[src/rtl/ext_arbiter_if.sv]
// ---------------------------------------------------------------------------
// ext_arbiter_if
// Bundles every handshake and data signal around ext_arbiter: the two
// requester ports, the drive/return path of the shared immediate extender,
// and the response buffer outputs.
//
// Parameters:
//   TAG_W    width of the requester tag
//   STALL_W  width of the saturating response-stall counter
//
// Signal groups:
//   r0_* / r1_*          requester valid/ready plus op, imm16, imm9, tag
//   ext_op/imm16/imm9    arbiter -> extender
//   ext_imm              extender -> arbiter (combinational, same cycle)
//   rsp_*                one-entry response buffer with valid/ready
//   stall_cnt            cycles the response sat unconsumed (saturating)
//
// Modports:
//   slave   the arbiter's view (takes requests, serves responses)
//   master  the surrounding logic's view (requesters, extender, consumer)
// ---------------------------------------------------------------------------
interface ext_arbiter_if #(
    parameter int TAG_W   = 4,
    parameter int STALL_W = 8
);
    logic               r0_valid;
    logic               r0_ready;
    logic [1:0]         r0_op;
    logic [15:0]        r0_imm16;
    logic [8:0]         r0_imm9;
    logic [TAG_W-1:0]   r0_tag;

    logic               r1_valid;
    logic               r1_ready;
    logic [1:0]         r1_op;
    logic [15:0]        r1_imm16;
    logic [8:0]         r1_imm9;
    logic [TAG_W-1:0]   r1_tag;

    logic [1:0]         ext_op;
    logic [15:0]        imm16;
    logic [8:0]         imm9;
    logic [31:0]        ext_imm;

    logic               rsp_valid;
    logic               rsp_ready;
    logic [31:0]        rsp_imm;
    logic               rsp_id;
    logic [TAG_W-1:0]   rsp_tag;
    logic [STALL_W-1:0] stall_cnt;

    modport slave (
        input  r0_valid, r0_op, r0_imm16, r0_imm9, r0_tag,
        input  r1_valid, r1_op, r1_imm16, r1_imm9, r1_tag,
        output r0_ready, r1_ready,
        output ext_op, imm16, imm9,
        input  ext_imm,
        output rsp_valid, rsp_imm, rsp_id, rsp_tag, stall_cnt,
        input  rsp_ready
    );

    modport master (
        output r0_valid, r0_op, r0_imm16, r0_imm9, r0_tag,
        output r1_valid, r1_op, r1_imm16, r1_imm9, r1_tag,
        input  r0_ready, r1_ready,
        input  ext_op, imm16, imm9,
        output ext_imm,
        input  rsp_valid, rsp_imm, rsp_id, rsp_tag, stall_cnt,
        output rsp_ready
    );
endinterface

[src/rtl/ext_arbiter.sv]
// ---------------------------------------------------------------------------
// ext_arbiter
// Shares the single immediate extender between the decode stage (port 0)
// and the branch/jump target unit (port 1). The granted requester's
// op/imm16/imm9 are driven to the extender and the returned ext_imm is
// captured into a one-entry response buffer together with the port id and
// the requester's tag. Request accepted in cycle N -> rsp_valid in N+1;
// one response per cycle while rsp_ready stays high.
//
// Ports:
//   clk    clock, all state on the rising edge
//   rst_n  asynchronous reset, active-low
//   bus    ext_arbiter_if.slave (requesters, extender, response, stall_cnt)
//
// Configuration macro:
//   EXT_ARB_RR_EN  defined   -> round-robin between simultaneous requests
//                  undefined -> fixed priority, port 0 always wins
// ---------------------------------------------------------------------------
module ext_arbiter #(
    parameter int TAG_W   = 4,
    parameter int STALL_W = 8
) (
    input  logic         clk,
    input  logic         rst_n,
    ext_arbiter_if.slave bus
);

    typedef enum logic {
        EMPTY = 1'b0,
        FULL  = 1'b1
    } buf_state_t;

    buf_state_t         state_q;
    buf_state_t         state_d;

    logic               last_grant_q;
    logic               has_grant;
    logic               grant_port;
    logic               can_accept;
    logic               accept;

    logic [31:0]        rsp_imm_q;
    logic               rsp_id_q;
    logic [TAG_W-1:0]   rsp_tag_q;
    logic [STALL_W-1:0] stall_q;

    // Grant selection. With both ports valid the round-robin build picks
    // the port that did not win last time; the fixed-priority build always
    // picks port 0. last_grant is still maintained in the fixed build but
    // is masked off so it cannot influence the choice.
    always_comb begin
        has_grant  = bus.r0_valid | bus.r1_valid;
        grant_port = 1'b0;
        if (bus.r0_valid && bus.r1_valid) begin
`ifdef EXT_ARB_RR_EN
            grant_port = ~last_grant_q;
`else
            grant_port = last_grant_q & 1'b0;
`endif
        end else if (bus.r1_valid) begin
            grant_port = 1'b1;
        end
    end

    // The buffer can take a new result when it is empty or when its
    // current content leaves this very cycle, which gives back-to-back
    // transfers with no bubble.
    always_comb begin
        can_accept = (state_q == EMPTY) | bus.rsp_ready;
        accept     = has_grant & can_accept;
    end

    // Buffer FSM next state plus the combinational handshake and
    // extender drive. Without a grant the extender inputs are parked at
    // zero so it does not toggle on idle cycles.
    always_comb begin
        state_d      = state_q;
        bus.r0_ready = has_grant & ~grant_port & can_accept;
        bus.r1_ready = has_grant &  grant_port & can_accept;
        bus.ext_op   = 2'd0;
        bus.imm16    = 16'd0;
        bus.imm9     = 9'd0;

        if (has_grant) begin
            if (grant_port) begin
                bus.ext_op = bus.r1_op;
                bus.imm16  = bus.r1_imm16;
                bus.imm9   = bus.r1_imm9;
            end else begin
                bus.ext_op = bus.r0_op;
                bus.imm16  = bus.r0_imm16;
                bus.imm9   = bus.r0_imm9;
            end
        end

        case (state_q)
            EMPTY: if (accept)                   state_d = FULL;
            FULL:  if (bus.rsp_ready && !accept) state_d = EMPTY;
        endcase
    end

    // Buffer state register.
    always_ff @(posedge clk or negedge rst_n) begin
        if (!rst_n) begin
            state_q <= EMPTY;
        end else begin
            state_q <= state_d;
        end
    end

    // Response payload and grant history only move on an accept, so a
    // blocked grant stays on the same port and held responses stay stable.
    // last_grant resets to 1 so port 0 wins the first contention.
    always_ff @(posedge clk or negedge rst_n) begin
        if (!rst_n) begin
            rsp_imm_q    <= 32'd0;
            rsp_id_q     <= 1'b0;
            rsp_tag_q    <= '0;
            last_grant_q <= 1'b1;
        end else if (accept) begin
            rsp_imm_q    <= bus.ext_imm;
            rsp_id_q     <= grant_port;
            rsp_tag_q    <= grant_port ? bus.r1_tag : bus.r0_tag;
            last_grant_q <= grant_port;
        end
    end

    // Counts cycles a response waits on the consumer; sticks at all-ones
    // and is only cleared by reset.
    always_ff @(posedge clk or negedge rst_n) begin
        if (!rst_n) begin
            stall_q <= '0;
        end else if ((state_q == FULL) && !bus.rsp_ready && (stall_q != '1)) begin
            stall_q <= stall_q + STALL_W'(1);
        end
    end

    assign bus.rsp_valid = (state_q == FULL);
    assign bus.rsp_imm   = rsp_imm_q;
    assign bus.rsp_id    = rsp_id_q;
    assign bus.rsp_tag   = rsp_tag_q;
    assign bus.stall_cnt = stall_q;

endmodule

[src/flat_wrapper.sv]
// flat-port wrapper written by rule: the top's interface ports become plain ports
module ext_arbiter_flat 
#(
    parameter int TAG_W   = 4,
    parameter int STALL_W = 8
)
  (clk, rst_n, bus_r0_valid, bus_r0_op, bus_r0_imm16, bus_r0_imm9, bus_r0_tag, bus_r1_valid, bus_r1_op, bus_r1_imm16, bus_r1_imm9, bus_r1_tag, bus_r0_ready, bus_r1_ready, bus_ext_op, bus_imm16, bus_imm9, bus_ext_imm, bus_rsp_valid, bus_rsp_imm, bus_rsp_id, bus_rsp_tag, bus_stall_cnt, bus_rsp_ready);
  ext_arbiter_if #(.TAG_W(TAG_W), .STALL_W(STALL_W)) bus_i ();
  input  logic clk;
  input  logic rst_n;
  input wire logic [$bits(bus_i.r0_valid)-1:0] bus_r0_valid;
  input wire logic [$bits(bus_i.r0_op)-1:0] bus_r0_op;
  input wire logic [$bits(bus_i.r0_imm16)-1:0] bus_r0_imm16;
  input wire logic [$bits(bus_i.r0_imm9)-1:0] bus_r0_imm9;
  input wire logic [$bits(bus_i.r0_tag)-1:0] bus_r0_tag;
  input wire logic [$bits(bus_i.r1_valid)-1:0] bus_r1_valid;
  input wire logic [$bits(bus_i.r1_op)-1:0] bus_r1_op;
  input wire logic [$bits(bus_i.r1_imm16)-1:0] bus_r1_imm16;
  input wire logic [$bits(bus_i.r1_imm9)-1:0] bus_r1_imm9;
  input wire logic [$bits(bus_i.r1_tag)-1:0] bus_r1_tag;
  output wire logic [$bits(bus_i.r0_ready)-1:0] bus_r0_ready;
  output wire logic [$bits(bus_i.r1_ready)-1:0] bus_r1_ready;
  output wire logic [$bits(bus_i.ext_op)-1:0] bus_ext_op;
  output wire logic [$bits(bus_i.imm16)-1:0] bus_imm16;
  output wire logic [$bits(bus_i.imm9)-1:0] bus_imm9;
  input wire logic [$bits(bus_i.ext_imm)-1:0] bus_ext_imm;
  output wire logic [$bits(bus_i.rsp_valid)-1:0] bus_rsp_valid;
  output wire logic [$bits(bus_i.rsp_imm)-1:0] bus_rsp_imm;
  output wire logic [$bits(bus_i.rsp_id)-1:0] bus_rsp_id;
  output wire logic [$bits(bus_i.rsp_tag)-1:0] bus_rsp_tag;
  output wire logic [$bits(bus_i.stall_cnt)-1:0] bus_stall_cnt;
  input wire logic [$bits(bus_i.rsp_ready)-1:0] bus_rsp_ready;
  assign bus_i.r0_valid = bus_r0_valid;
  assign bus_i.r0_op = bus_r0_op;
  assign bus_i.r0_imm16 = bus_r0_imm16;
  assign bus_i.r0_imm9 = bus_r0_imm9;
  assign bus_i.r0_tag = bus_r0_tag;
  assign bus_i.r1_valid = bus_r1_valid;
  assign bus_i.r1_op = bus_r1_op;
  assign bus_i.r1_imm16 = bus_r1_imm16;
  assign bus_i.r1_imm9 = bus_r1_imm9;
  assign bus_i.r1_tag = bus_r1_tag;
  assign bus_r0_ready = bus_i.r0_ready;
  assign bus_r1_ready = bus_i.r1_ready;
  assign bus_ext_op = bus_i.ext_op;
  assign bus_imm16 = bus_i.imm16;
  assign bus_imm9 = bus_i.imm9;
  assign bus_i.ext_imm = bus_ext_imm;
  assign bus_rsp_valid = bus_i.rsp_valid;
  assign bus_rsp_imm = bus_i.rsp_imm;
  assign bus_rsp_id = bus_i.rsp_id;
  assign bus_rsp_tag = bus_i.rsp_tag;
  assign bus_stall_cnt = bus_i.stall_cnt;
  assign bus_i.rsp_ready = bus_rsp_ready;
  ext_arbiter #(.TAG_W(TAG_W), .STALL_W(STALL_W)) u_core (.clk(clk), .rst_n(rst_n), .bus(bus_i));
endmodule
[config.mk]
export PLATFORM = sky130hd
export DESIGN_NAME = ext_arbiter_flat
export DESIGN_NICKNAME = d
export VERILOG_FILES = /design/src/rtl/ext_arbiter_if.sv /design/src/rtl/ext_arbiter.sv /design/src/flat_wrapper.sv
export SDC_FILE = /design/constraint.sdc
export NUM_CORES = 1
export LEC_CHECK = 0
export CAP_MARGIN = 20
export CELL_PAD_IN_SITES_DETAIL_PLACEMENT = 1
export CELL_PAD_IN_SITES_GLOBAL_PLACEMENT = 1
export CORE_MARGIN = 2
export CORE_UTILIZATION = 28
export CTS_BUF_LIST = sky130_fd_sc_hd__clkbuf_4 sky130_fd_sc_hd__clkbuf_8
export DETAILED_ROUTE_END_ITERATION = 7
export GPL_TIMING_DRIVEN = 0
export PLACE_DENSITY = 0.89
export SETUP_SLACK_MARGIN = 0.1
export SLEW_MARGIN = 30
export SYNTH_ARGS = -nofsm -noshare
export SYNTH_HDL_FRONTEND = slang
export SYNTH_SLANG_ARGS = --single-unit
export TNS_END_PERCENT = 50
[constraint.sdc]
create_clock -name clk -period 3.4 [get_ports clk]
set_input_delay 0.51 -clock clk [delete_from_list [all_inputs] [get_ports clk]]
set_output_delay 0.51 -clock clk [all_outputs]
set_load 0.02 [all_outputs]
==> impl_metrics.ini <==
[grt]
grt_max_degree = 47
grt_first_pass_wirelength_um = 12400
antenna_found_initial = 0
grt_pass1_vias = 2422
grt.overflow.total = 0
grt_usage_pct = 18.0

[route]
drcViolationCount = 0
via_per_inst = 4.67
firstDrtPassIters = 3
wire_per_inst_um = 17.7
ant_nets = 0
num_vias = 2130
drt_iter0_drc = 64
wirelength_um = 8090

[synthesis]
avgSynthCellArea_um2 = 13.7
synth.net_count = 271
ys_seq_area_share_pct = 49.3
synth_seq_cells = 46
synth_cell_types = 31
ys_warn_count = 0
syn_inst = 171
syn_area_mm2 = 0.00233

[die]
dieWidth_um = 95.3
initial_core_util_pct = 28.7
die-area_mm2 = 0.00908
ios = 174
coreArea_mm2 = 0.00813
rows = 33
fp.dieH_um = 95.3

[outcome]
outcome = finished clean

[final_layout]
layout_commonest_cell = clkdlybuf4s50_1
drive_gt1_share_pct = 15.7
area.growth.synth_to_final_pct = 84.1
finalNetCount = 450
num_antenna_cells = 0
post-route-util_pct = 52.9
final_cell_mix = clkdlybuf4s50_1 (171), dfrtp_1 (46), mux2_4 (30)

[power_and_ir_drop]
cellPowerDensity_mw_per_mm2 = 460
vdd_ir_drop_max_mv = 0.180
leakage_uw = 0.00180

[critical_path]
cp.required_ns = 2.89
reg2regPathDepth = 4
startpoint_type = input pin
worstSetupEndpointType = output port
r2r-end = u_core.bus.stall_cnt[1]$_DFFE_PN0P_
crit_arrival_ns = 2.55
critPathKind = in -> out
cp_max_fo = 10
r2r_setup_slack_ns = 1.89
crit-reg2reg-launch = u_core.bus.stall_cnt[1]$_DFFE_PN0P_

[clock_tree]
clock_path_buffers = 2
insertion_delay_ns = 0.29
clk_pin_slew_ns = 0.09
cts_buffers = 5
cts.sinks = 46
ctsResizeCount = 0
cts_max_level = 2
cts_root_buf = clkbuf_8
cts_hold_buffers = 0
cts_tree = done
cts_setup_buffers = 0

[placed_design]
hpwlAfterDp_um = 6520
preCtsSetupSlack_ns = 0.327
port_buffers = 172
gp_congestion = 0.762

[timing]
hold_viol_final = 0
rsz0062_at_grt = false
drv_slew = 0
fin_crit_sh_pct = 89.9
timing.setup.tns_ns = 0
max_freq_mhz = 327
setup_violations = 0
final.min_clock_period_ns = 3.06
slew_headroom_pct = 60.9
worstMarginPinSlew_ns = 0.586
clock_skew_ns = 0.00354
setup_ws_ns = 0.342

[job]
maxCapViolations = 0

[hold_path]
hp-class = in -> async
[metal layers]
metal  routed length [um]  GRT usage (%)
met5                    0              0
met4                  167           6.16
met3                  733           5.69
met2                 4290           33.3
met1                 2900           19.2
[state kept, by name, summed over array words and instances, names as in the netlist]
register and cells:
u_core.bus.rsp_id 1, u_core.bus.rsp_imm 32, u_core.bus.rsp_tag 4, u_core.bus.rsp_valid 1, u_core.bus.stall_cnt 8
[cell type report]
class                      count  area (um2)
clock buffer                   7        83.8
inverter                       1        3.75
buffer                        13        96.3
tap                          105         131
timing repair buffer         172        1720
fill                         848        3830
clock inverter                 1        30.0
multi-input combinational    111        1080
sequential                    46        1150
[worst max-delay path: stages]
cell	delay [ns]
clkdlybuf4s50_1	0.63
nor2b_1	0.17
buf_2	0.21
buf_2	0.24
a22o_1	0.17
clkdlybuf4s50_1	0.62
[Yosys cell counts]
library cell | n | area share, %
a21oi_1 | 3 | 0.64
a22o_1 | 27 | 10
a22oi_1 | 4 | 1.3
a31oi_1 | 4 | 1.1
and2_1 | 1 | 0.27
buf_2 | 5 | 1.1
buf_6 | 1 | 0.48
buf_8 | 3 | 1.9
clkbuf_1 | 4 | 0.64
dfrtp_1 | 46 | 49
ha_1 | 1 | 0.54
inv_1 | 1 | 0.16
mux2_1 | 5 | 2.4
mux2_4 | 30 | 19
nand2_1 | 4 | 0.64
nand2b_2 | 1 | 0.38
nand3_1 | 2 | 0.43
nand4_1 | 2 | 0.54
nand4_2 | 1 | 0.54
nor2_1 | 4 | 0.64
nor2_4 | 2 | 0.96
nor2_8 | 1 | 0.86
nor2b_1 | 5 | 1.3
nor2b_4 | 1 | 0.59
nor3_2 | 1 | 0.43
nor3b_1 | 1 | 0.32
o21ai_1 | 5 | 1.1
or2_1 | 1 | 0.27
or3_1 | 1 | 0.27
xnor2_1 | 2 | 0.75
xor2_1 | 2 | 0.75
[kinds of logic (layout without fill, tap and decap cells)]
| kind of cell | Yosys count | count (layout) | synth area share, % |
|---|---|---|---|
| flops | 46 | 46 | 49.3 |
| simple gates | 28 | 28 | 8.47 |
| fa+ha+maj | 1 | 1 | 0.536 |
| compound gates | 43 | 43 | 14.2 |
| xor+xnor | 4 | 4 | 1.50 |
| buf+inv | 14 | 194 | 4.29 |
| mux | 35 | 35 | 21.7 |
[through the flow]
step           hold slack [ns]  instance area, um2  total power, uW  cells
2_1_floorplan            0.214                2330             1130    171
3_3_place_gp             0.470                4190             1550    448
3_5_place_dp             0.483                4190             1580    448
4_1_cts                  0.230                4300             2010    456
5_1_grt                  0.255                4300             2090    456
6_report                 0.218                4300             1980    456
[power breakdown]
group / total, uW / switching [uW] / leakage [uW] / internal [uW]
logic: 823 / 360 / 0.00120 / 463
clock network: 413 / 177 / 0.0000593 / 236
registers: 743 / 95.3 / 0.000543 / 648
total: 1980 / 632 / 0.00180 / 1350
[how the worst max path moves through the flow]
| stage | to | from | depth (start not counted) | slack, ns |
|---|---|---|---|---|
| 2_1_floorplan | bus_r1_ready | bus_r0_valid | 3 | 1.47 |
| 3_3_place_gp | bus_imm9[4] | bus_r1_valid | 6 | 0.35 |
| 3_5_place_dp | bus_imm16[1] | bus_r1_valid | 6 | 0.33 |
| 4_1_cts | bus_imm16[1] | bus_r1_valid | 6 | 0.31 |
| 5_1_grt | bus_imm16[1] | bus_r1_valid | 6 | 0.25 |
| 6_report | bus_imm16[1] | bus_r1_valid | 6 | 0.34 |
No activity file was read; power rests on OpenSTA's default activity.
